[src/rtl/mla_ciphertext_pack_if.sv]
// Ciphertext word stream from mla_ciphertext_pack to its consumer.
// The master drives data/valid/last; the slave answers with ready.
interface mla_ciphertext_pack_if #(
  parameter int DATA_WIDTH = 12
) ();

  logic [DATA_WIDTH-1:0] ct_data;
  logic                  ct_valid;
  logic                  ct_ready;
  logic                  ct_last;

  modport master (
    output ct_data,
    output ct_valid,
    output ct_last,
    input  ct_ready
  );

  modport slave (
    input  ct_data,
    input  ct_valid,
    input  ct_last,
    output ct_ready
  );

endinterface

[src/rtl/mla_ciphertext_pack.sv]
// Captures five signed accumulators, reduces each mod Q bit-serially and streams them out.
// Define MLA_PACK_MSG_EN to add floor(Q/2)*msg_bit to the sum word.
module mla_ciphertext_pack #(
  parameter int DATA_WIDTH = 12,
  parameter int ACC_WIDTH  = 32,
  parameter int Q          = 3329
) (
  input  logic                 clk,
  input  logic                 rst,
  input  logic                 start,
  input  logic [ACC_WIDTH-1:0] acc_col1,
  input  logic [ACC_WIDTH-1:0] acc_col2,
  input  logic [ACC_WIDTH-1:0] acc_col3,
  input  logic [ACC_WIDTH-1:0] acc_col4,
  input  logic [ACC_WIDTH-1:0] acc_sum,
  input  logic                 msg_bit,
  mla_ciphertext_pack_if.master ct,
  output logic                 busy
);

  localparam int CNT_W = (ACC_WIDTH > 1) ? $clog2(ACC_WIDTH) : 1;
  localparam int REM_W = DATA_WIDTH + 1;
  localparam logic [REM_W-1:0] Q_R    = REM_W'(Q);
  localparam logic [REM_W-1:0] HALF_Q = REM_W'(Q / 2);
  localparam logic [CNT_W-1:0] CNT_TOP = CNT_W'(ACC_WIDTH - 1);

  typedef enum logic [1:0] {
    IDLE,
    REDUCE,
    FIXUP,
    OUT
  } state_t;

  state_t                 state_q, state_d;
  logic [2:0]             idx_q, idx_d;
  logic [CNT_W-1:0]       cnt_q, cnt_d;
  logic [ACC_WIDTH-1:0]   mag_q, mag_d;
  logic                   sign_q, sign_d;
  logic [REM_W-1:0]       rem_q, rem_d;
  logic [ACC_WIDTH-1:0]   acc_q [5];
  logic [ACC_WIDTH-1:0]   acc_d [5];
  logic [DATA_WIDTH-1:0]  ct_data_q, ct_data_d;
  logic                   ct_valid_q, ct_valid_d;
  logic                   ct_last_q, ct_last_d;

  logic [REM_W-1:0]       rem_shift;
  logic [REM_W-1:0]       rem_fix;
  logic [2:0]             idx_next;
  logic [ACC_WIDTH-1:0]   next_word;
  logic                   msg_add;

  // Two's-complement magnitude; the most negative value maps to 2^(ACC_WIDTH-1).
  function automatic logic [ACC_WIDTH-1:0] magnitude(input logic [ACC_WIDTH-1:0] v);
    return v[ACC_WIDTH-1] ? (~v + 1'b1) : v;
  endfunction

`ifdef MLA_PACK_MSG_EN
  logic msg_q, msg_d;

  always_ff @(posedge clk or negedge rst) begin
    if (!rst) begin
      msg_q <= 1'b0;
    end else begin
      msg_q <= msg_d;
    end
  end

  always_comb begin
    msg_d = msg_q;
    if (state_q == IDLE && start) begin
      msg_d = msg_bit;
    end
  end

  assign msg_add = msg_q;
`else
  logic unused_msg_bit;
  assign unused_msg_bit = msg_bit;
  assign msg_add        = 1'b0;
`endif

  always_ff @(posedge clk or negedge rst) begin
    if (!rst) begin
      state_q    <= IDLE;
      idx_q      <= '0;
      cnt_q      <= '0;
      mag_q      <= '0;
      sign_q     <= 1'b0;
      rem_q      <= '0;
      for (int i = 0; i < 5; i++) begin
        acc_q[i] <= '0;
      end
      ct_data_q  <= '0;
      ct_valid_q <= 1'b0;
      ct_last_q  <= 1'b0;
    end else begin
      state_q    <= state_d;
      idx_q      <= idx_d;
      cnt_q      <= cnt_d;
      mag_q      <= mag_d;
      sign_q     <= sign_d;
      rem_q      <= rem_d;
      for (int i = 0; i < 5; i++) begin
        acc_q[i] <= acc_d[i];
      end
      ct_data_q  <= ct_data_d;
      ct_valid_q <= ct_valid_d;
      ct_last_q  <= ct_last_d;
    end
  end

  always_comb begin
    state_d    = state_q;
    idx_d      = idx_q;
    cnt_d      = cnt_q;
    mag_d      = mag_q;
    sign_d     = sign_q;
    rem_d      = rem_q;
    for (int i = 0; i < 5; i++) begin
      acc_d[i] = acc_q[i];
    end
    ct_data_d  = ct_data_q;
    ct_valid_d = ct_valid_q;
    ct_last_d  = ct_last_q;
    rem_shift  = '0;
    rem_fix    = '0;
    idx_next   = idx_q + 3'd1;
    next_word  = acc_q[4];

    case (idx_next)
      3'd1:    next_word = acc_q[1];
      3'd2:    next_word = acc_q[2];
      3'd3:    next_word = acc_q[3];
      default: next_word = acc_q[4];
    endcase

    case (state_q)
      IDLE: begin
        if (start) begin
          acc_d[0] = acc_col1;
          acc_d[1] = acc_col2;
          acc_d[2] = acc_col3;
          acc_d[3] = acc_col4;
          acc_d[4] = acc_sum;
          idx_d    = 3'd0;
          sign_d   = acc_col1[ACC_WIDTH-1];
          mag_d    = magnitude(acc_col1);
          rem_d    = '0;
          cnt_d    = CNT_TOP;
          state_d  = REDUCE;
        end
      end

      // One restoring-division step per cycle, MSB of the magnitude first.
      REDUCE: begin
        rem_shift = {rem_q[REM_W-2:0], mag_q[cnt_q]};
        rem_d     = (rem_shift >= Q_R) ? (rem_shift - Q_R) : rem_shift;
        if (cnt_q == '0) begin
          state_d = FIXUP;
        end else begin
          cnt_d = cnt_q - 1'b1;
        end
      end

      FIXUP: begin
        rem_fix = (sign_q && (rem_q != '0)) ? (Q_R - rem_q) : rem_q;
        if ((idx_q == 3'd4) && msg_add) begin
          rem_fix = rem_fix + HALF_Q;
          if (rem_fix >= Q_R) begin
            rem_fix = rem_fix - Q_R;
          end
        end
        ct_data_d  = rem_fix[DATA_WIDTH-1:0];
        ct_valid_d = 1'b1;
        ct_last_d  = (idx_q == 3'd4);
        state_d    = OUT;
      end

      // The next word's reduction is set up on the same edge as the handshake.
      OUT: begin
        if (ct.ct_ready) begin
          ct_valid_d = 1'b0;
          ct_last_d  = 1'b0;
          if (ct_last_q) begin
            state_d = IDLE;
          end else begin
            idx_d   = idx_next;
            sign_d  = next_word[ACC_WIDTH-1];
            mag_d   = magnitude(next_word);
            rem_d   = '0;
            cnt_d   = CNT_TOP;
            state_d = REDUCE;
          end
        end
      end

      default: begin
        state_d = IDLE;
      end
    endcase
  end

  assign ct.ct_data  = ct_data_q;
  assign ct.ct_valid = ct_valid_q;
  assign ct.ct_last  = ct_last_q;
  assign busy        = (state_q != IDLE);

endmodule

[src/flat_wrapper.sv]
// flat-port wrapper written by rule: the top's interface ports become plain ports
module mla_ciphertext_pack_flat 
#(
  parameter int DATA_WIDTH = 12,
  parameter int ACC_WIDTH  = 32,
  parameter int Q          = 3329
)
  (clk, rst, start, acc_col1, acc_col2, acc_col3, acc_col4, acc_sum, msg_bit, busy, ct_ct_data, ct_ct_valid, ct_ct_last, ct_ct_ready);
  mla_ciphertext_pack_if #(.DATA_WIDTH(DATA_WIDTH)) ct_i ();
  input  logic clk;
  input  logic rst;
  input  logic start;
  input  logic [ACC_WIDTH-1:0] acc_col1;
  input  logic [ACC_WIDTH-1:0] acc_col2;
  input  logic [ACC_WIDTH-1:0] acc_col3;
  input  logic [ACC_WIDTH-1:0] acc_col4;
  input  logic [ACC_WIDTH-1:0] acc_sum;
  input  logic msg_bit;
  output logic busy;
  output wire logic [$bits(ct_i.ct_data)-1:0] ct_ct_data;
  output wire logic [$bits(ct_i.ct_valid)-1:0] ct_ct_valid;
  output wire logic [$bits(ct_i.ct_last)-1:0] ct_ct_last;
  input wire logic [$bits(ct_i.ct_ready)-1:0] ct_ct_ready;
  assign ct_ct_data = ct_i.ct_data;
  assign ct_ct_valid = ct_i.ct_valid;
  assign ct_ct_last = ct_i.ct_last;
  assign ct_i.ct_ready = ct_ct_ready;
  mla_ciphertext_pack #(.DATA_WIDTH(DATA_WIDTH), .ACC_WIDTH(ACC_WIDTH), .Q(Q)) u_core (.clk(clk), .rst(rst), .start(start), .acc_col1(acc_col1), .acc_col2(acc_col2), .acc_col3(acc_col3), .acc_col4(acc_col4), .acc_sum(acc_sum), .msg_bit(msg_bit), .ct(ct_i), .busy(busy));
endmodule
[config.mk]
export PLATFORM = sky130hd
export DESIGN_NAME = mla_ciphertext_pack_flat
export DESIGN_NICKNAME = d
export VERILOG_FILES = /design/src/rtl/mla_ciphertext_pack_if.sv /design/src/rtl/mla_ciphertext_pack.sv /design/src/flat_wrapper.sv
export SDC_FILE = /design/constraint.sdc
export NUM_CORES = 1
export LEC_CHECK = 0
export ABC_AREA = 0
export ABC_CLOCK_PERIOD_IN_PS = 3200
export CAP_MARGIN = 20
export CORE_MARGIN = 4
export CORE_UTILIZATION = 49
export CTS_CLUSTER_SIZE = 25
export DETAILED_ROUTE_END_ITERATION = 10
export GPL_ROUTABILITY_DRIVEN = 0
export MAX_ROUTING_LAYER = met4
export PLACE_DENSITY = 0.76
export REMOVE_ABC_BUFFERS = 1
export SLEW_MARGIN = 15
export SYNTH_ARGS = -nofsm -noshare
export SYNTH_HDL_FRONTEND = slang
export SYNTH_SLANG_ARGS = --single-unit
[constraint.sdc]
create_clock -name clk -period 3.2 [get_ports clk]
set_clock_uncertainty 0.15 [all_clocks]
set_input_delay 0.64 -clock clk [delete_from_list [all_inputs] [get_ports clk]]
set_output_delay 0.64 -clock clk [all_outputs]
set_load 0.02 [all_outputs]
==> metrics.txt <==
FF-to-FF path depth=15; Clock Pin Slew Worst Setup and Hold Paths=70 ps; I/O pins=180; H-tree levels=4; Worst setup SP type=flip-flop; Avg Vias per Cell=5.94; Synth area leaders=dfrtp_1 (45%), mux2_2 (13%), nand2_1 (3.2%); Worst R2R End=u_core.mag_q[16]$_DFFE_PN0P_; hold slack=69.3 ps; largest net degree at the start of global routing=74; post-synth top area cell=dfrtp_1; status=finished, violations left; static leakage=0.00649 uW; Rows=54; non-filler cells, final=1648; Initial Utilization=50.3%; Post-synth EDFFs=0; Core ar.=22100 sq um; Final Hold Viols=0; port bufs=178; total gr overflow=0; drt total wl=34000 microns; setup violators final=24; CP Class=reg -> reg; Peak supply drop=0.000541 V; top_reg_cell synth=dfrtp_1; most common library cells after synthesis=dfrtp_1 (198), mux2_2 (130), nand2_1 (94), nor2_1 (81), o21ai_0 (69); Inst Count DP=1576; Netlist cell types=80; Worst EP arrival=3550 ps; Fmax=296 MHz; Final min period=3380 ps; r2r setup slk=-180 ps; TritonCTS Buffers=17; number of iterations in the first detailed-routing pass=6; DR vias=9790; DR WL/cell=20.7 microns; CTS tree=built; Max Slew Vio Count=0; FF-to-FF Start=u_core.idx_q[1]$_DFFE_PN0P_; die width=159 microns; period utilization=106%; number of global-route vias before repair=9645; Worst Hold Class=in -> async; cells after synthesis=1065; Critical Path Fanout Max=6; Root Driver=clkbuf_16; drt drc=0; Die Area=25200 sq um; hpwl dp=22900 microns; Layout fillers=1489; share of the yosys chip area belonging to registers=44.6%; count leader, synth=dfrtp_1; post-route worst setup slack=-180 ps; syn avg cell area=10.4 sq um; layout cells sized above 1=31.2%; Die H=159 microns; critical path data required time=3370 ps; RSZ-0062 raised after global routing=true; ANT nets after route=0; worst slew pin tran=694 ps; Setup crit end kind=flip-flop; MaxCap Viol Count=0; Post-Syn Area=11100 sq um; Yosys warning count=0; critical path capture point=u_core.mag_q[16]$_DFFE_PN0P_; Post-CTS Hold Fix Bufs=0; initial antenna violation count=5; relative slew slack=53.8%; first-pass GRT wire length=49200 microns; setup TNS=-2200 ps; failing checks=negative setup slack; CTS Buffer Depth=2; Synth Register Bits=198; Critical Path Start=u_core.idx_q[1]$_DFFE_PN0P_; worst skew pair latency=440 ps; All-Layer GR Usage=25.7%; Area growth syn-to-layout=39.7%; pwr/cell area=1150 nW/um^2; post-synth top area share=44.6%; Layout Nets=1535; Clock Sinks=198; Synth async-reset ratio=100%; DRT iter0 DRCs=910
critical path, cell delays in order, from the launching register on:
cell and delay (ps):
dfrtp_1 420, buf_6 140, ha_4 170, buf_12 140
buf_4 150, a222oi_1 320, buf_4 190, a21oi_2 60
a211o_2 360, nand4bb_4 350, buf_6 210, nor2_4 120
buf_4 120, nor2_1 40, xnor2_1 230, o21ai_1 90
routing by layer:
metal | GRT usage [%] | wire, microns
met1 | 29.4 | 12800
met2 | 43.5 | 17600
met3 | 5.87 | 2230
met4 | 10.9 | 1320
met5 | - | 0
repair_timing:
item                       CTS  global route
pin swaps                   36            61
gates cloned                 1             0
setup endpoints to repair   34            40
resized for setup           57            81
buffers inserted            14            26
metrics by stage:
stage	cell area, sq um	worst slack, ps	total power, uW	utilization, %
floorplan	10800	-2000	10000	-
global placement	14000	-303	13000	63.3
detailed placement	14000	-358	13300	63.3
CTS	15000	-133	16300	67.7
global route	15500	-329	18800	70.3
finish	15500	-180	17800	70.3
layout by cell type, fill, tap and decap left out, types with 23 or more instances in the layout:
| cell type | n |
|---|---|
| nand2_1 | 92 |
| a21oi_1 | 39 |
| xnor2_1 | 38 |
| buf_4 | 130 |
| a222oi_1 | 32 |
| o21ai_1 | 32 |
| inv_1 | 23 |
| nor2_1 | 78 |
| xor2_1 | 26 |
| mux2_2 | 130 |
| dfrtp_1 | 196 |
| clkdlybuf4s50_1 | 177 |
| o21ai_0 | 57 |
registers in the layout, indices dropped and copies added (netlist names):
register / count
u_core.rem_q: 13
u_core.ct.ct_last: 1
u_core.idx_q: 3
u_core.mag_q: 32
u_core.state_q: 2
u_core.sign_q: 1
u_core.ct.ct_data: 12
u_core.ct.ct_valid: 1
u_core.acc_q: 128
u_core.cnt_q: 5
final cells by class:
| class | count | area [sq um] | area share, % |
|---|---|---|---|
| Multi-Input combinational cell | 771 | 6270 | 40.4 |
| Sequential cell | 198 | 4960 | 31.9 |
| Timing Repair Buffer | 340 | 3240 | 20.8 |
| Clock buffer | 19 | 443 | 2.85 |
| Tap cell | 280 | 350 | 2.26 |
| Clock inverter | 10 | 171 | 1.10 |
| Inverter | 25 | 93.8 | 0.604 |
| Antenna cell | 5 | 12.5 | 0.0806 |
worst min-delay path by stage:
stage	depth (start not counted)	endpoint	slack, ps
2_1_floorplan	0	u_core.acc_q[0]$_DFFE_PN0P_	190
3_5_place_dp	1	u_core.mag_q[31]$_DFFE_PN0P_	320
5_1_grt	1	u_core.ct.ct_data[4]$_DFFE_PN0P_	110
6_report	1	u_core.ct.ct_data[4]$_DFFE_PN0P_	70
3_3_place_gp	2	u_core.mag_q[7]$_DFFE_PN0P_	310
4_1_cts	1	u_core.ct.ct_data[4]$_DFFE_PN0P_	90
cells by family after synthesis:
kind of cell | synth area share, %
AOI/OAI and AO/OA | 16.4
adders and majority gates | 1.91
and+or+nand+nor | 11.8
buffers and inverters | 3.68
DFF | 44.6
muxes | 16.1
xor gates and xnor gates | 5.49
power breakdown:
| part | leakage (uW) | switching [uW] | total [uW] | internal [uW] |
|---|---|---|---|---|
| Combinational | 0.00382 | 5850 | 11100 | 5210 |
| Clock | 0.000296 | 956 | 2280 | 1330 |
| Sequential | 0.00237 | 788 | 4480 | 3700 |
Note: power is estimated with default switching activity, not from simulation.
